--- src/rtl/mem_arbiter.sv ---
// Two-requester single-port memory arbiter: IDLE -> ISSUE -> DONE, one access per 3 cycles.
// Define ARB_RR_EN for round-robin contention; otherwise requester 1 has fixed priority.
`ifndef WORD_SIZE
`define WORD_SIZE 16
`endif

module mem_arbiter #(
    parameter int ADDR_W = 10
) (
    input  logic                   clk,
    input  logic                   rst_n,
    input  logic                   req0,
    input  logic                   req1,
    input  logic                   we0,
    input  logic                   we1,
    input  logic [ADDR_W-1:0]      addr0,
    input  logic [ADDR_W-1:0]      addr1,
    input  logic [`WORD_SIZE-1:0]  wdata0,
    input  logic [`WORD_SIZE-1:0]  wdata1,
    output logic                   ack0,
    output logic                   ack1,
    output logic [`WORD_SIZE-1:0]  rdata0,
    output logic [`WORD_SIZE-1:0]  rdata1,
    output logic                   mem_read,
    output logic                   mem_write,
    output logic [ADDR_W-1:0]      mem_addr,
    output logic [`WORD_SIZE-1:0]  mem_wdata,
    input  logic [`WORD_SIZE-1:0]  mem_rdata,
    output logic                   busy,
    output logic                   gnt_id
);
    localparam int W = `WORD_SIZE;

    typedef enum logic [1:0] {
        IDLE  = 2'd0,
        ISSUE = 2'd1,
        DONE  = 2'd2
    } state_t;

    typedef struct packed {
        logic              we;
        logic [ADDR_W-1:0] addr;
        logic [W-1:0]      wdata;
    } txn_t;

    state_t       state_q, state_d;
    txn_t         txn_q, txn_d;
    txn_t         win_txn;
    logic         gnt_q, gnt_d;
    logic [W-1:0] rdata0_q, rdata0_d;
    logic [W-1:0] rdata1_q, rdata1_d;
    logic         win;

`ifdef ARB_RR_EN
    // rr_q remembers the last winner; on contention the other requester goes next.
    logic rr_q, rr_d;
    assign win = (req0 && req1) ? ~rr_q : req1;
`else
    assign win = req1;
`endif

    assign win_txn = win ? txn_t'{we: we1, addr: addr1, wdata: wdata1}
                         : txn_t'{we: we0, addr: addr0, wdata: wdata0};

    always_ff @(posedge clk or negedge rst_n) begin
        if (!rst_n) begin
            state_q  <= IDLE;
            txn_q    <= '0;
            gnt_q    <= 1'b0;
            rdata0_q <= '0;
            rdata1_q <= '0;
        end else begin
            state_q  <= state_d;
            txn_q    <= txn_d;
            gnt_q    <= gnt_d;
            rdata0_q <= rdata0_d;
            rdata1_q <= rdata1_d;
        end
    end

`ifdef ARB_RR_EN
    always_ff @(posedge clk or negedge rst_n) begin
        if (!rst_n) rr_q <= 1'b0;
        else        rr_q <= rr_d;
    end
`endif

    always_comb begin
        state_d   = state_q;
        txn_d     = txn_q;
        gnt_d     = gnt_q;
        rdata0_d  = rdata0_q;
        rdata1_d  = rdata1_q;
        mem_read  = 1'b0;
        mem_write = 1'b0;
        ack0      = 1'b0;
        ack1      = 1'b0;
`ifdef ARB_RR_EN
        rr_d      = rr_q;
`endif
        unique case (state_q)
            IDLE: begin
                // Latching here isolates the transaction from later pin changes.
                if (req0 || req1) begin
                    txn_d   = win_txn;
                    gnt_d   = win;
                    state_d = ISSUE;
`ifdef ARB_RR_EN
                    rr_d    = win;
`endif
                end
            end
            ISSUE: begin
                mem_read  = !txn_q.we;
                mem_write = txn_q.we;
                state_d   = DONE;
            end
            DONE: begin
                ack0 = !gnt_q;
                ack1 = gnt_q;
                // Memory registered the read at the end of ISSUE; pass it through and hold it.
                if (!txn_q.we) begin
                    if (gnt_q) rdata1_d = mem_rdata;
                    else       rdata0_d = mem_rdata;
                end
                state_d = IDLE;
            end
            default: state_d = IDLE;
        endcase
    end

    assign rdata0    = rdata0_d;
    assign rdata1    = rdata1_d;
    assign mem_addr  = txn_q.addr;
    assign mem_wdata = txn_q.wdata;
    assign busy      = (state_q != IDLE);
    assign gnt_id    = gnt_q;

endmodule

--- config.mk ---
export PLATFORM = sky130hd
export DESIGN_NAME = mem_arbiter
export DESIGN_NICKNAME = d
export VERILOG_FILES = /design/src/rtl/mem_arbiter.sv
export SDC_FILE = /design/constraint.sdc
export NUM_CORES = 1
export LEC_CHECK = 0
export BUFFER_PORTS_ARGS = -buffer_cell sky130_fd_sc_hd__buf_2
export CORE_MARGIN = 5
export CORE_UTILIZATION = 42
export CTS_CLUSTER_DIAMETER = 60
export DETAILED_ROUTE_END_ITERATION = 12
export PLACE_DENSITY_LB_ADDON = 0.2
export SYNTH_ARGS = -nofsm -noshare
export SYNTH_HDL_FRONTEND = slang
export SYNTH_SLANG_ARGS = --single-unit
--- constraint.sdc ---
create_clock -name clk -period 1.75 [get_ports clk]
set_input_delay 0.35 -clock clk [delete_from_list [all_inputs] [get_ports clk]]
set_output_delay 0.35 -clock clk [all_outputs]
set_load 0.02 [all_outputs]
**After elaboration in Yosys (flattened, before gate mapping)**

Cells that the tools add are included.

- Bits in registers: 62
- Logic and storage cells: 29
- Latch bits: 0
- Bits in writable memories: 0
- Output and inout port bits: 64
- Memory bits (read-only): 0
- Memories: 0

- $add $sub $neg: 0
- Multipliers: 0
- Equal/unequal tests: 3
- Divide/modulo/power cells: 0
- Reductions and logical operators: 6
- Shift operators: 0
- Muxes and demuxes: 13
- Bitwise logic cells: 0
- $lt $le $gt $ge: 0

Operators with widths:

| kind | count |
|---|---|
| $mux 16 | 6 |
| $mux 27 | 1 |
| $mux 1 | 4 |
| $pmux 2 s2 | 1 |
| $eq 2x1->1 const B | 1 |
| $eq 2x2->1 const B | 1 |
| $logic_not 1->1 | 2 |
| $logic_not 2->1 | 1 |
| $mux 2 | 1 |
| $ne 2x2->1 const B | 1 |
| $reduce_and 2->1 | 1 |
| $reduce_bool 2->1 | 1 |
| $logic_or 1x1->1 | 1 |

**Logic depth before layout (Yosys ltp)**

- Depth after elaboration: 3
- Depth in mapped cells: 5
- Depth with buffers taken out: 3

**Worst setup path before layout**

Ideal clock, no wire load.

- Kind: register to output
- Start: register gnt_q, in the netlist gnt_id
- End: output port rdata1[10]
- Stages on the path, launching flop included: 6
- Required time: 1.400 ns
- Arrival: 1.549 ns
- Setup slack: -0.149 ns
- Path through: dfrtp_1 and3b_4 nor2b_4 buf_6 buf_12 mux2_4

- Longest elaborated chain between the ends: 3

Ends and longest elaborated chain:

| element | RTL line | text |
|---|---|---|
| start: declaration | 49 | `logic gnt_q, gnt_d;` |
| start signal: assignment | 75 | `gnt_q <= gnt_d;` |
| $mux 16 | 123 | `if (gnt_q) rdata1_d = mem_rdata;` |
| $mux 16 | 122 | `if (!txn_q.we) begin` |
| $mux 16 | 101 | `unique case (state_q)` |
| end: declaration | 23 | `` output logic [`WORD_SIZE-1:0] rdata1, `` |

No other way between the ends.

**Worst setup path in the final report**

- Start: register state_q[0]
- End: output port rdata1[4]

- Longest elaborated chain between the ends: 2

Ends and longest elaborated chain:

| element | RTL line | text |
|---|---|---|
| start: declaration | 46 | `state_t state_q, state_d;` |
| start signal: assignment | 73 | `state_q <= state_d;` |
| $eq 2x2->1 | 101 |  |
| $mux 16 | 101 |  |

No other way between the ends.

==> impl_metrics.csv <==
group,metric,value,unit
synth,yosysUniqueCellTypes,19,
critical_path,crit_required,1.40,ns
synth,synth_commonest_cells,"mux2_2, dfrtp_1, buf_4",
floorplanning,io_pins,138,
sta,worst_pin_slew,0.321,ns
cells_and_area,nNetsFinal,394,
synth,yosys.area.top_type,"dfrtp_1",
synth,syn-cell-area,2950,µm²
synth,synth_fp_nets,270,
synth,syn-instance-count,196,
place,place_inst,404,
clocking,cts.sinks,62,
power_and_ir_drop,total_power,0.00797,W
synth,synth_area_per_cell,15.0,µm²
clocking,clk_latency,0.32,ns
sta,finalCritPeriodShare,1.25,
cells_and_area,fin_cells,421,
place,place.gp.congestion,0.694,
synth,seq_area_frac_synth,0.526,
drt,vias,1895,
clocking,ctsHoldBuffers,0,
power_and_ir_drop,cellPowerDensity,2000,nW/µm²
power_and_ir_drop,ir_worst_vdd,1.11,mV
global_routing,gr-total-overflow,0,
place,place_area,3600,µm²
power_and_ir_drop,power_leakage,1.94,nW
clocking,clk_path_buf_depth,2,
sta,clock.fmax,455,MHz
floorplanning,die_width,93.8,µm
synth,synth.top_cells.by_area,"dfrtp_1, mux2_2, buf_4",
run,maxCapViolations,0,
critical_path,arrival,1.85,ns
drt,post_drt_wl_per_cell,14.7,µm
cells_and_area,syn_to_final_growth,35.2,%
place,io_buffers,137,
drt,ant_nets,0,
clocking,htreeDepth,3,
drt,wl,6.20,mm
outcome,violations,"negative setup slack",
worst_hold_path,min_path_type,"input port to asynchronous set/reset pin",
sta,fin_skew,0.00651,ns
synth,yosysMostFrequentCell,"mux2_2",
critical_path,path_max_fanout,11,
sta,fin_crit,2.20,ns
cells_and_area,diodes,0,
global_routing,grt_pass1_wl,9.83,mm
sta,setup_ws,-0.446,ns
synth,yosys.area.top_type_share,0.526,
sta,finalSetupViolations,32,
cells_and_area,layout-drive-gt1-share,0.785,
floorplanning,start_util,0.434,
outcome,status,"finished with violations",
clocking,cts-buffers-inserted,9,
sta,maxSlewViolCount,0,
global_routing,antenna_found_initial,0,
synth,synth_warnings,0,
critical_path,end_kind,"output pin",
drt,drt_iter0_drc,20,
drt,drt_pre_antenna_iters,2,
critical_path,critPathKind,"register to output pin",
synth,synth_edf_count,0,
floorplanning,core_area,6790,µm²
cells_and_area,fill_cells,575,
drt,drc_errors,0,
critical_path,critPathLaunchType,"register",
global_routing,grt_max_degree,63,
synth,synth-main-ff-cell,"dfrtp_1",
floorplanning,die_h,93.8,µm
sta,rsz0062_at_grt,"yes",
cells_and_area,final_util,0.587,
cells_and_area,final_area,3990,µm²
synth,ys_seq_elements,62,
sta,setup-tns-final,-12.03,ns
sta,slew_headroom,0.786,
clocking,path_clk_slew,0.07,ns
global_routing,grt_use_total,0.143,
synth,async_flop_share,1.00,
place,dp.final_hpwl,4.63,mm
drt,detail_route.vias_per_cell,4.50,
clocking,cts_tree,"yes",
floorplanning,rows,30,
sta,finalHoldViolCount,0,
floorplanning,die_area,8790,µm²
global_routing,grt_pass1_vias,2071,
clocking,cts_root_buffer,"clkbuf_8",
-- per-layer routing --
metal	vias to the layer above	GRT usage	wire, µm
met2	76	0.240	3070
met1	903	0.166	2470
met5	-	0	0
li1	907	-	-
met4	0	0.0578	94
met3	9	0.0513	556
-- through the flow --
step	setup slack [ns]	hold slack, ns
6_report	-0.446	0.0226
5_1_grt	-0.519	0.0412
4_1_cts	-0.459	0.0282
3_5_place_dp	-0.107	0.387
3_3_place_gp	-0.0805	0.385
2_1_floorplan	-0.0575	0.0544
-- final timing paths --
path | cells after the start | slack (ns) | to | from
worst max-delay path | 5 | -0.45 | rdata1[4] | state_q[0]
max in group asynchronous | 2 | 1.46 | gnt_id | rst_n
worst min register to register | 1 | 0.50 | rdata0_q[9] | rdata0_q[9]
worst min-delay path | 2 | 0.02 | mem_addr[8] | rst_n
worst max register to register | 6 | 0.10 | mem_wdata[11] | state_q[0]
min in group clk | 2 | 0.29 | rdata1_q[10] | mem_rdata[10]
-- logic make-up after synthesis --
group,count (synthesis),share of synthesized area
AOI/OAI and AO/OA,2,0.00552
buffers and inverters,36,0.100
DFF,62,0.526
muxes,86,0.341
and+or+nand+nor,10,0.0267
-- sequential cells by signal, summed over array words and instances (netlist names) --
| register | cells |
|---|---|
| mem_addr | 10 |
| rdata0_q | 16 |
| rdata1_q | 16 |
| txn_q | 1 |
| gnt_id | 1 |
| mem_wdata | 16 |
| state_q | 2 |
-- placed cells by master, fill, tap and decap left out --
cell and instances:
buf_2 120, buf_12 5, mux2_2 70, a22o_1 1
nor2_4 1, nor3_4 1, nand2_1 1, nor2b_4 2
bufinv_16 2, and3b_4 1, nor2_1 1, clkbuf_1 1
and2_1 1, mux2_4 15, clkbuf_8 12, clkinv_2 1
mux2_1 1, buf_6 17, dfrtp_2 1, buf_4 6
nor2b_1 1, nand2b_2 1, dfrtp_1 61, o21a_1 1
inv_1 1
-- where the power goes --
| part | leakage, nW | switching (W) | internal [W] |
|---|---|---|---|
| Combinational | 1.08 | 0.00207 | 0.00198 |
| Clock | 0.120 | 0.000532 | 0.000918 |
| Sequential | 0.738 | 0.000308 | 0.00216 |
| Total | 1.94 | 0.00291 | 0.00506 |
-- layout make-up --
class	count	area (µm²)	share of cell area
multi-input cells	98	1140	0.285
well taps	96	120	0.0301
flip-flops and latches	62	1550	0.390
repair buffers	148	937	0.235
clock inverters	3	65.1	0.0163
inverters	1	3.75	0.000942
clock buffers	13	169	0.0424
-- worst max-delay path, stage by stage, from the launching register on --
cell and delay, ns:
dfrtp_1 0.38, and3b_4 0.29, nor2b_4 0.18, buf_12 0.17
mux2_2 0.35, buf_2 0.16
-- repair_timing --
| item | CTS | global route |
|---|---|---|
| setup endpoints to repair | 32 | 34 |
| pin swaps | 0 | 1 |
| buffers inserted | 0 | 1 |
| resized for setup | 16 | 28 |
Note: power is estimated with default switching activity, not from simulation.
